File: src/rtl/array_pkg.sv
// Shared definitions for the array writer/reader family.
//   state_t    : writer FSM states
//   slice_mask : bit mask covering [lsb +: len], computed wide so that
//                lsb + len may run past the entry width without wrapping
//   DEF_*      : default geometry and the widths derived from it
package array_pkg;

  typedef enum logic [1:0] {IDLE, READ, WRITE, RESP} state_t;

  localparam int DEF_DEPTH = 4;
  localparam int DEF_WIDTH = 8;
  localparam int DEF_IDX_W = $clog2(DEF_DEPTH) + 1;
  localparam int DEF_LSB_W = $clog2(DEF_WIDTH);
  localparam int DEF_LEN_W = $clog2(DEF_WIDTH) + 1;

  // Widest entry any writer may use; callers truncate to their WIDTH.
  localparam int MASK_W = 64;

  // Bitwise construction instead of ((1<<len)-1)<<lsb: same result, and no
  // dependence on the shift width when len == WIDTH or lsb + len > WIDTH.
  function automatic logic [MASK_W-1:0] slice_mask(input int unsigned lsb,
                                                   input int unsigned len);
    logic [MASK_W-1:0] m;
    m = '0;
    for (int unsigned i = 0; i < MASK_W; i++)
      if (i >= lsb && i < lsb + len) m[i] = 1'b1;
    return m;
  endfunction

endpackage

File: src/rtl/array_slice_writer_if.sv
// Request/response and read-port bundle of array_slice_writer.
//   master : request producer / reader (drives wr_*, rd_idx, rd_lsb)
//   slave  : the writer block (drives wr_ready, done, err, rd_slice)
interface array_slice_writer_if
  import array_pkg::*;
#(
  parameter int DEPTH = DEF_DEPTH,
  parameter int WIDTH = DEF_WIDTH,
  parameter int IDX_W = $clog2(DEPTH) + 1,
  parameter int LSB_W = $clog2(WIDTH),
  parameter int LEN_W = $clog2(WIDTH) + 1
);
  logic             wr_valid;
  logic             wr_ready;
  logic [IDX_W-1:0] wr_idx;
  logic [LSB_W-1:0] wr_lsb;
  logic [LEN_W-1:0] wr_len;
  logic [WIDTH-1:0] wr_data;
  logic             done;
  logic             err;
  logic [IDX_W-1:0] rd_idx;
  logic [LSB_W-1:0] rd_lsb;
  logic [WIDTH-1:0] rd_slice;

  modport master (
    output wr_valid, wr_idx, wr_lsb, wr_len, wr_data, rd_idx, rd_lsb,
    input  wr_ready, done, err, rd_slice
  );

  modport slave (
    input  wr_valid, wr_idx, wr_lsb, wr_len, wr_data, rd_idx, rd_lsb,
    output wr_ready, done, err, rd_slice
  );
endinterface

File: src/rtl/array_slice_writer_slice_merge.sv
// slice_merge: combinational read-modify-write merge of one slice.
//   old    : current entry value
//   data   : right-aligned slice value (bits >= len ignored)
//   lsb    : slice start bit
//   len    : slice length, 0..WIDTH
//   merged : old with [lsb +: len] replaced, bits above WIDTH-1 dropped
//   ovf    : lsb + len exceeds WIDTH
module slice_merge
  import array_pkg::*;
#(
  parameter int WIDTH = DEF_WIDTH,
  parameter int LSB_W = $clog2(WIDTH),
  parameter int LEN_W = $clog2(WIDTH) + 1
) (
  input  logic [WIDTH-1:0] old,
  input  logic [LSB_W-1:0] lsb,
  input  logic [LEN_W-1:0] len,
  input  logic [WIDTH-1:0] data,
  output logic [WIDTH-1:0] merged,
  output logic             ovf
);
  logic [MASK_W-1:0] mask_full;
  logic [WIDTH-1:0]  mask;
  logic [LEN_W:0]    span;

  assign mask_full = slice_mask(32'(lsb), 32'(len));
  assign mask      = mask_full[WIDTH-1:0];

  // Shifted data is truncated to WIDTH, which drops the out-of-range bits.
  assign merged = (old & ~mask) | ((data << lsb) & mask);

  // One extra bit so lsb + len cannot wrap before the compare.
  assign span = (LEN_W+1)'(lsb) + (LEN_W+1)'(len);
  assign ovf  = span > (LEN_W+1)'(WIDTH);
endmodule

File: src/rtl/array_slice_writer.sv
// array_slice_writer: DEPTH x WIDTH register array updated one bit-slice
// per request by read-modify-write (IDLE -> READ -> WRITE -> RESP).
//   clk, rst   : clock, synchronous active-high reset
//   bus.wr_*   : request (valid/ready), idx/lsb/len/data
//   bus.done   : one-cycle retire pulse; bus.err qualifies it
//   bus.rd_*   : combinational read, rd_slice = mem[rd_idx] >> rd_lsb
module array_slice_writer
  import array_pkg::*;
#(
  parameter int DEPTH = DEF_DEPTH,
  parameter int WIDTH = DEF_WIDTH,
  parameter int IDX_W = $clog2(DEPTH) + 1,
  parameter int LSB_W = $clog2(WIDTH),
  parameter int LEN_W = $clog2(WIDTH) + 1
) (
  input logic                 clk,
  input logic                 rst,
  array_slice_writer_if.slave bus
);
  typedef struct packed {
    logic [IDX_W-1:0] idx;
    logic [LSB_W-1:0] lsb;
    logic [LEN_W-1:0] len;
    logic [WIDTH-1:0] data;
  } req_t;

  state_t                      state_q, state_d;
  req_t                        req_q;
  logic [WIDTH-1:0]            old_q;
  logic                        err_q;
  logic [DEPTH-1:0][WIDTH-1:0] mem_q;
  logic [DEPTH-1:0]            wr_en;
  logic [WIDTH-1:0]            old_sel, rd_sel, merged;
  logic                        ovf, in_range, writable, accept;

  assign in_range = req_q.idx < IDX_W'(DEPTH);
  assign writable = in_range && (req_q.len != '0);
  assign accept   = (state_q == IDLE) && bus.wr_valid;

  slice_merge #(.WIDTH(WIDTH), .LSB_W(LSB_W), .LEN_W(LEN_W)) u_merge (
    .old    (old_q),
    .lsb    (req_q.lsb),
    .len    (req_q.len),
    .data   (req_q.data),
    .merged (merged),
    .ovf    (ovf)
  );

  // FSM
  always_ff @(posedge clk) begin
    if (rst) state_q <= IDLE;
    else     state_q <= state_d;
  end

  always_comb begin
    state_d      = state_q;
    bus.wr_ready = 1'b0;
    bus.done     = 1'b0;
    bus.err      = 1'b0;
    unique case (state_q)
      IDLE: begin
        bus.wr_ready = 1'b1;
        if (bus.wr_valid) state_d = READ;
      end
      READ:  state_d = WRITE;
      WRITE: state_d = RESP;
      RESP: begin
        bus.done = 1'b1;
        bus.err  = err_q;
        state_d  = IDLE;
      end
      default: state_d = IDLE;
    endcase
  end

  // Entry mux for the RMW read; out-of-range idx yields zero.
  always_comb begin
    old_sel = '0;
    for (int e = 0; e < DEPTH; e++)
      if (req_q.idx == IDX_W'(e)) old_sel = mem_q[e];
  end

  // Request latch, old-value register, error flag
  always_ff @(posedge clk) begin
    if (rst) begin
      req_q <= '0;
      old_q <= '0;
      err_q <= 1'b0;
    end else begin
      if (accept)
        req_q <= '{idx: bus.wr_idx, lsb: bus.wr_lsb, len: bus.wr_len, data: bus.wr_data};
      if (state_q == READ)  old_q <= old_sel;
      // An overflowing slice is still written; it is only flagged.
      if (state_q == WRITE) err_q <= !writable || ovf;
    end
  end

  // Per-entry write enables
  for (genvar e = 0; e < DEPTH; e++) begin : g_wen
    assign wr_en[e] = (state_q == WRITE) && writable && (req_q.idx == IDX_W'(e));
  end

  always_ff @(posedge clk) begin
    if (rst) mem_q <= '0;
    else
      for (int e = 0; e < DEPTH; e++)
        if (wr_en[e]) mem_q[e] <= merged;
  end

  // Combinational read port
  always_comb begin
    rd_sel = '0;
    for (int e = 0; e < DEPTH; e++)
      if (bus.rd_idx == IDX_W'(e)) rd_sel = mem_q[e];
  end

  assign bus.rd_slice = rd_sel >> bus.rd_lsb;
endmodule
File: src/flat_wrapper.sv
// flat-port wrapper written by rule: the top's interface ports become plain ports
module array_slice_writer_flat import array_pkg::*;
#(
  parameter int DEPTH = DEF_DEPTH,
  parameter int WIDTH = DEF_WIDTH,
  parameter int IDX_W = $clog2(DEPTH) + 1,
  parameter int LSB_W = $clog2(WIDTH),
  parameter int LEN_W = $clog2(WIDTH) + 1
)
  (clk, rst, bus_wr_valid, bus_wr_idx, bus_wr_lsb, bus_wr_len, bus_wr_data, bus_rd_idx, bus_rd_lsb, bus_wr_ready, bus_done, bus_err, bus_rd_slice);
  array_slice_writer_if #(.DEPTH(DEPTH), .WIDTH(WIDTH), .IDX_W(IDX_W), .LSB_W(LSB_W), .LEN_W(LEN_W)) bus_i ();
  input logic clk;
  input logic rst;
  input wire logic [$bits(bus_i.wr_valid)-1:0] bus_wr_valid;
  input wire logic [$bits(bus_i.wr_idx)-1:0] bus_wr_idx;
  input wire logic [$bits(bus_i.wr_lsb)-1:0] bus_wr_lsb;
  input wire logic [$bits(bus_i.wr_len)-1:0] bus_wr_len;
  input wire logic [$bits(bus_i.wr_data)-1:0] bus_wr_data;
  input wire logic [$bits(bus_i.rd_idx)-1:0] bus_rd_idx;
  input wire logic [$bits(bus_i.rd_lsb)-1:0] bus_rd_lsb;
  output wire logic [$bits(bus_i.wr_ready)-1:0] bus_wr_ready;
  output wire logic [$bits(bus_i.done)-1:0] bus_done;
  output wire logic [$bits(bus_i.err)-1:0] bus_err;
  output wire logic [$bits(bus_i.rd_slice)-1:0] bus_rd_slice;
  assign bus_i.wr_valid = bus_wr_valid;
  assign bus_i.wr_idx = bus_wr_idx;
  assign bus_i.wr_lsb = bus_wr_lsb;
  assign bus_i.wr_len = bus_wr_len;
  assign bus_i.wr_data = bus_wr_data;
  assign bus_i.rd_idx = bus_rd_idx;
  assign bus_i.rd_lsb = bus_rd_lsb;
  assign bus_wr_ready = bus_i.wr_ready;
  assign bus_done = bus_i.done;
  assign bus_err = bus_i.err;
  assign bus_rd_slice = bus_i.rd_slice;
  array_slice_writer #(.DEPTH(DEPTH), .WIDTH(WIDTH), .IDX_W(IDX_W), .LSB_W(LSB_W), .LEN_W(LEN_W)) u_core (.clk(clk), .rst(rst), .bus(bus_i));
endmodule
File: config.mk
export PLATFORM = sky130hd
export DESIGN_NAME = array_slice_writer_flat
export DESIGN_NICKNAME = d
export VERILOG_FILES = /design/src/rtl/array_pkg.sv /design/src/rtl/array_slice_writer_if.sv /design/src/rtl/array_slice_writer_slice_merge.sv /design/src/rtl/array_slice_writer.sv /design/src/flat_wrapper.sv
export SDC_FILE = /design/constraint.sdc
export NUM_CORES = 1
export LEC_CHECK = 0
export BUFFER_PORTS_ARGS = -buffer_cell sky130_fd_sc_hd__buf_2
export CELL_PAD_IN_SITES_DETAIL_PLACEMENT = 1
export CELL_PAD_IN_SITES_GLOBAL_PLACEMENT = 1
export CORE_UTILIZATION = 46
export DETAILED_ROUTE_END_ITERATION = 10
export HOLD_SLACK_MARGIN = 0.03
export PLACE_DENSITY = 0.82
export SETUP_SLACK_MARGIN = 0.2
export SYNTH_ARGS = -nofsm -noshare
export SYNTH_HDL_FRONTEND = slang
export SYNTH_HIERARCHICAL = 1
export SYNTH_SLANG_ARGS = --single-unit
File: constraint.sdc
create_clock -name clk -period 3.2 [get_ports clk]
set_clock_uncertainty 0.1 [all_clocks]
set_input_delay 0.16 -clock clk [delete_from_list [all_inputs] [get_ports clk]]
set_output_delay 0.16 -clock clk [all_outputs]
set_load 0.005 [all_outputs]
==> impl_metrics.csv, run 1 <==
group,metric,value,unit
run_status,status,"completed",
sta,max_freq,0.353,GHz
power_and_ir_drop,p_clk_frac,0.296,
drt,num_vias,3433,
drt,finalWirelength,11.0,mm
cells_and_area,nets,505,
global_route,grt_max_degree,62,
power_and_ir_drop,seq_power_share,0.338,
floorplan,start_util,0.488,
placed_design,port_buffers,37,
synthesis,synth_most_common_cell,"dfxtp_1",
synthesis,synth_commonest_cells,"61 x dfxtp_1, 56 x nor2_1, 55 x mux2i_1, 48 x nand2_1, 29 x a21oi_1",
setup_path,critPathKind,"register to register",
placed_design,place_hpwl,7.46,mm
synthesis,syn_avg_cell_area,8.97,sq um
global_route,overflow,0,
cells_and_area,num_antenna_cells,0,
synthesis,yosys.area.top_type,"dfxtp_1",
synthesis,synth-seq-cells,61,
placed_design,dpl.cell_count,543,
cells_and_area,syn2layout_area_growth,15.3,%
synthesis,syn_area,0.00385,sq mm
global_route,grt.total_usage,0.276,
sta,fin_tns_setup,0,ns
drt,drt_iter0_drc,194,
power_and_ir_drop,ir_drop,0.000465,V
placed_design,pre_cts_slack,0.416,ns
placed_design,gp_congestion,0.868,
drt,drc_errors,0,
power_and_ir_drop,p_total,2.84,mW
worst_hold_path,hp-class,"input pin to register",
floorplan,dieArea,0.00873,sq mm
sta,fin_crit_sh,0.885,
clock_tree,clkSinkCount,61,
synthesis,synth_edf_count,0,
setup_path,worstPathMaxFanout,9,
global_route,antenna_found_initial,0,
clock_tree,cts_buffers,9,
power_and_ir_drop,intPower,1.79,mW
setup_path,r2r_cells,9,
synthesis,synth_fp_nets,464,
sta,finalHoldViolCount,0,
setup_path,start_kind,"register",
floorplan,io_pins,38,
power_and_ir_drop,p_leak,1.68,nW
sta,worst_slack,0.367,ns
sta,worst_slew_pin_slew,1.10,ns
clock_tree,h-tree-depth,3,
drt,detail-route-antenna-nets,0,
clock_tree,cts.path.max_buffers,2,
synthesis,ys_types,62,
sta,setup_violations,0,
synthesis,netlist_top_cells_area,"dfxtp_1 32%, mux2i_1 14%, nor2_1 5.5%",
drt,firstDrtPassIters,4,
power_and_ir_drop,swShare,0.369,
drt,via_per_inst,5.95,
synthesis,yosysTopAreaCellShare,0.317,
synthesis,ys.warnings.count,6,
synthesis,yosysSeqAreaShare,0.317,
drt,drt-wirelength-per-cell,19.1,microns
clock_tree,cts_root_buf,"clkbuf_8",
run,drv_cap,0,
clock_tree,worst_setup_hold_path_clk_slew,0.08,ns
sta,drv_slew,0,
floorplan,core,0.00789,sq mm
power_and_ir_drop,comb_power_share,0.366,
setup_path,required,3.28,ns
setup_path,worst-endpoint-arrival,2.91,ns
sta,max_slew_margin,0.267,
clock_tree,clk-insertion-delay-late,0.34,ns
power_and_ir_drop,p_switching,1.05,mW
floorplan,die_w,93.5,microns
global_route,grt_pass1_vias,3603,
worst_hold_path,min_path_cells,3,
global_route,grt_pass1_wl,18.6,mm
cells_and_area,drive_gt1_frac,0.187,
floorplan,die_y,93.5,microns
sta,whs,0.0615,ns
synthesis,synth_cells,429,
sta,rsz0062_at_grt,"no",
clock_tree,cts_tree,"built",
setup_path,crit_path_end_kind,"register",
synthesis,synthArstFlopShare,0,
floorplan,rows,32,
sta,min_period,2.83,ns
cells_and_area,finalNonFillerCells,577,
power_and_ir_drop,p_per_area,641,mW/mm^2
synthesis,synth_ff_type,"dfxtp_1",
==> critical path, stage by stage (launching register included) <==
cell and delay [ns]:
dfxtp_1 0.35, ha_1 0.25, fa_1 0.56, nand2_2 0.16, nor2_1 0.05, o21a_1 0.22
a221o_1 0.33, mux2_1 0.39, mux2i_1 0.19, nor2_1 0.06
==> power groups by stage <==
stage / Clock (mW) / Combinational [mW] / Sequential, mW
after floorplan: 0 / 0.789 / 0.944
after global placement: 0 / 0.964 / 0.972
after detailed placement: 0 / 0.996 / 0.976
after CTS: 0.860 / 1.02 / 0.960
after global routing: 0.891 / 1.14 / 0.977
final: 0.842 / 1.04 / 0.962
==> cell usage in the layout (no fill, tap or decap), types with 4 or more instances in the layout <==
| master | count |
|---|---|
| buf_2 | 37 |
| mux2i_1 | 55 |
| a2bb2oi_1 | 14 |
| dfxtp_1 | 61 |
| clkbuf_8 | 9 |
| o21ai_0 | 5 |
| nor2b_1 | 5 |
| mux2_2 | 6 |
| nand4_1 | 7 |
| a21oi_1 | 29 |
| ha_1 | 7 |
| nand2b_1 | 6 |
| buf_4 | 9 |
| mux4_2 | 8 |
| nor2_1 | 56 |
| dlygate4sd3_1 | 18 |
| nand2_1 | 48 |
| a31oi_1 | 4 |
| a211oi_1 | 8 |
| nand3_1 | 4 |
| nor3_1 | 5 |
| inv_1 | 10 |
==> cell type report <==
type,instances,area (sq um)
multi-input combinational,324,2380
inverter,10,37.5
tap,102,128
timing repair buffer,64,433
fill,919,3450
sequential,61,1220
clock buffer,10,128
clock inverter,6,111
==> routing by layer <==
metal | vias to the layer above | GRT usage | part of all wire
li1 | 1634 | - | -
met1 | 1687 | 0.354 | 0.45
met2 | 94 | 0.470 | 0.48
met3 | 18 | 0.0455 | 0.051
met4 | 0 | 0.0885 | 0.020
met5 | - | 0 | 0
==> cell families (layout without fill, tap and decap cells) <==
family,Yosys count,after routing,synth area share
AND/OR/NAND/NOR,154,154,0.195
AO/OA/AOI/OAI,88,88,0.166
multiplexers,73,73,0.224
flip-flops,61,61,0.317
buffers and inverters,44,90,0.0667
adder cells (fa/ha/maj),8,8,0.0280
XOR/XNOR,1,1,0.00228
==> worst paths after layout <==
path                                     to  slack [ns]                          from
max           u_core/mem_q[10]$_SDFFE_PP0P_        0.37  u_core/req_q[8]$_SDFFE_PP0P_
min reg2reg    u_core/req_q[7]$_SDFFE_PP0P_        0.36  u_core/req_q[7]$_SDFFE_PP0P_
min          u_core/state_q[0]$_SDFFE_PP0P_        0.06                  bus_wr_valid
max reg2reg   u_core/mem_q[10]$_SDFFE_PP0P_        0.37  u_core/req_q[8]$_SDFFE_PP0P_
==> through the flow <==
stage           util  instance area, sq um
5_1_grt        0.562                  4430
4_1_cts        0.562                  4430
3_5_place_dp   0.509                  4020
6_report       0.562                  4430
2_1_floorplan      -                  3850
3_3_place_gp   0.509                  4020
==> flip-flops by register name (all words and copies together), names as in the netlist <==
signal,count
u_core/err_q,1
u_core/mem_q,32
u_core/old_q,8
u_core/req_q,18
u_core/state_q,2
==> what timing repair did <==
action                    in CTS  in global routing
buffers inserted               0                  0
gates resized for setup        0                  0
hold buffers                  18                  0
hold endpoints to repair      18                  0
Power figures use the tool's default switching activity.
==> run 2, diff against run 1 <==
--- a/config.mk
+++ b/config.mk
@@ -12,6 +12,7 @@
 export DETAILED_ROUTE_END_ITERATION = 10
 export HOLD_SLACK_MARGIN = 0.03
 export PLACE_DENSITY = 0.82
+export REMOVE_ABC_BUFFERS = 1
 export SETUP_SLACK_MARGIN = 0.2
 export SYNTH_ARGS = -nofsm -noshare
 export SYNTH_HDL_FRONTEND = slang
==> run 2 against run 1 <==
Net effect:
- via count grew 2.5%
- highest routed layer unchanged
- sequential share of layout area up 0.28 points
- power fell by 4.6%
- worst setup slack got worse by 0.0070 ns
- critical endpoint is now u_core/mem_q[22]$_SDFFE_PP0P_
==> impl_metrics.csv, run 2 (synthesis gave the netlist of run 1 again) <==
group,metric,value,unit
cells_and_area,num_antenna_cells,0,
floorplan,die_y,93.5,microns
drt,highest_layer,"met4",
placed_design,place_hpwl,7.70,mm
cells_and_area,mostFrequentLayoutCells,"61 x dfxtp_1, 55 x mux2i_1, 55 x nor2_1",
setup_path,cp_slowest_cell,"fa_1",
drt,firstDrtPassIters,5,
drt,drt_iter0_drc,162,
setup_path,slowest_delay,0.56,ns
setup_path,start_kind,"register",
placed_design,gp_congestion,0.897,
sta,max_slew_margin,0.233,
clock_tree,clkSinkCount,61,
floorplan,core,0.00789,sq mm
power_and_ir_drop,p_total,2.71,mW
setup_path,critical-path-top-delay-family,"adder cells",
clock_tree,worst_setup_hold_path_clk_slew,0.07,ns
sta,max_freq,0.352,GHz
clock_tree,cts.path.max_buffers,2,
sta,rsz0062_at_grt,"no",
cells_and_area,nets,504,
drt,finalWirelength,11.1,mm
cells_and_area,syn2layout_area_growth,14.1,%
setup_path,worst-endpoint-arrival,2.92,ns
sta,fin_tns_setup,0,ns
setup_path,critPathKind,"register to register",
clock_tree,cts_root_buf,"clkbuf_8",
sta,finalHoldViolCount,0,
global_route,grt_pass1_wl,18.4,mm
drt,wl_met1,5.00,mm
floorplan,dieArea,0.00873,sq mm
setup_path,crit_path_end_kind,"register",
clock_tree,clk-insertion-delay-late,0.34,ns
clock_tree,cts_tree,"built",
cells_and_area,largestRegisters,"u_core/mem_q: 32 flops, u_core/req_q: 18 flops, u_core/old_q: 8 flops",
setup_path,rrSetupSlack,0.36,ns
global_route,antenna_found_initial,0,
clock_tree,post_cts_buffers,0,
placed_design,port_buffers,37,
drt,detail-route-antenna-nets,0,
floorplan,io_pins,38,
floorplan,rows,32,
sta,fin_crit_sh,0.887,
drt,drt-wirelength-per-cell,19.4,microns
drt,dr_wl_met3,422,microns
cells_and_area,final_common_cell,"dfxtp_1",
cells_and_area,largest_register_ffs,32,
sta,min_period,2.84,ns
setup_path,crit_chain,"ha_1, fa_1, or3_1, a41oi_2, a2111oi_1, a211o_1, mux2i_1, nor2_1",
setup_path,crit_buf_inv,0,
clock_tree,cts_buffers,9,
drt,wl_met2,5.60,mm
worst_hold_path,hp-class,"input pin to register",
run_status,status,"completed",
sta,drv_slew,0,
run,drv_cap,0,
global_route,grt_max_degree,62,
cells_and_area,top_register,"u_core/mem_q",
clock_tree,h-tree-depth,3,
cells_and_area,drive_gt1_frac,0.190,
sta,setup_violations,0,
floorplan,start_util,0.488,
floorplan,die_w,93.5,microns
global_route,grt_pass1_vias,3589,
setup_path,worstPathMaxFanout,9,
global_route,grt.total_usage,0.273,
power_and_ir_drop,p_leak,1.66,nW
power_and_ir_drop,p_per_area,618,mW/mm^2
sta,worst_slew_pin_slew,1.15,ns
drt,drc_errors,0,
setup_path,required,3.28,ns
global_route,overflow,0,
drt,num_vias,3520,
power_and_ir_drop,ir_drop,0.000527,V
drt,via_per_inst,6.11,
==> run 2: cell count changes in the layout (fill, tap and decap cells not counted) <==
cell	previous run	this run
bufinv_16	3	1
buf_4	9	8
clkinvlp_4	1	0
clkinv_4	1	3
clkinv_2	1	2
inv_6	0	1
nor2_2	0	1
clkbuf_1	1	0
nor2_1	56	55
==> run 2: path summary, 6_finish.rpt <==
path / from / end / cells past startpoint
max reg2reg: u_core/req_q[8]$_SDFFE_PP0P_ / u_core/mem_q[22]$_SDFFE_PP0P_ / 8
min reg2reg: u_core/req_q[6]$_SDFFE_PP0P_ / u_core/req_q[6]$_SDFFE_PP0P_ / 2
max: u_core/req_q[8]$_SDFFE_PP0P_ / u_core/mem_q[22]$_SDFFE_PP0P_ / 8
min: bus_wr_valid / u_core/state_q[0]$_SDFFE_PP0P_ / 3
==> run 2: where the power goes <==
group	switching, mW	leakage [nW]	total (mW)	internal (mW)
Combinational	0.636	1.06	1.06	0.419
Sequential	0.0983	0.496	0.959	0.860
Clock	0.335	0.104	0.698	0.363
==> run 2: area by class of cell <==
class / instances / area [sq um]
clock buffers: 9 / 124
inverters: 10 / 37.5
flip-flops and latches: 61 / 1220
repair buffers: 63 / 425
multi-input cells: 324 / 2380
clock inverters: 7 / 75.1
well taps: 102 / 128
fillers: 943 / 3500
==> run 2: repair_timing <==
item	CTS	global route
hold buffers	18	0
gates resized for setup	0	1
hold endpoints to repair	18	0
setup endpoints to repair	0	2
==> run 2: through the flow <==
| step | cells | worst slack [ns] | util | hold WS, ns | area, sq um |
|---|---|---|---|---|---|
| 6_report | 576 | 0.360 | 0.556 | 0.0478 | 4390 |
| 5_1_grt | 576 | 0.218 | 0.556 | 0.0747 | 4390 |
| 4_1_cts | 576 | 0.368 | 0.556 | 0.0422 | 4390 |
| 3_5_place_dp | 542 | 0.421 | 0.508 | 0.310 | 4010 |
| 3_3_place_gp | 542 | 0.550 | 0.508 | 0.300 | 4010 |
| 2_1_floorplan | 395 | 0.594 | - | 0.129 | 3630 |
==> run 2: metal layers <==
metal,global-route usage,up-vias
li1,-,1633
met1,0.368,1782
met2,0.445,89
met3,0.0455,16
met4,0.0833,0
met5,0,-
==> run 2: worst register-to-register path: cells and delay by family, from the launching register on <==
family          cells  cell delay [ns]
simple gates        2             0.52
mux                 1             0.20
fa+ha+maj           2             0.82
flops               1             0.35
compound gates      3             0.69
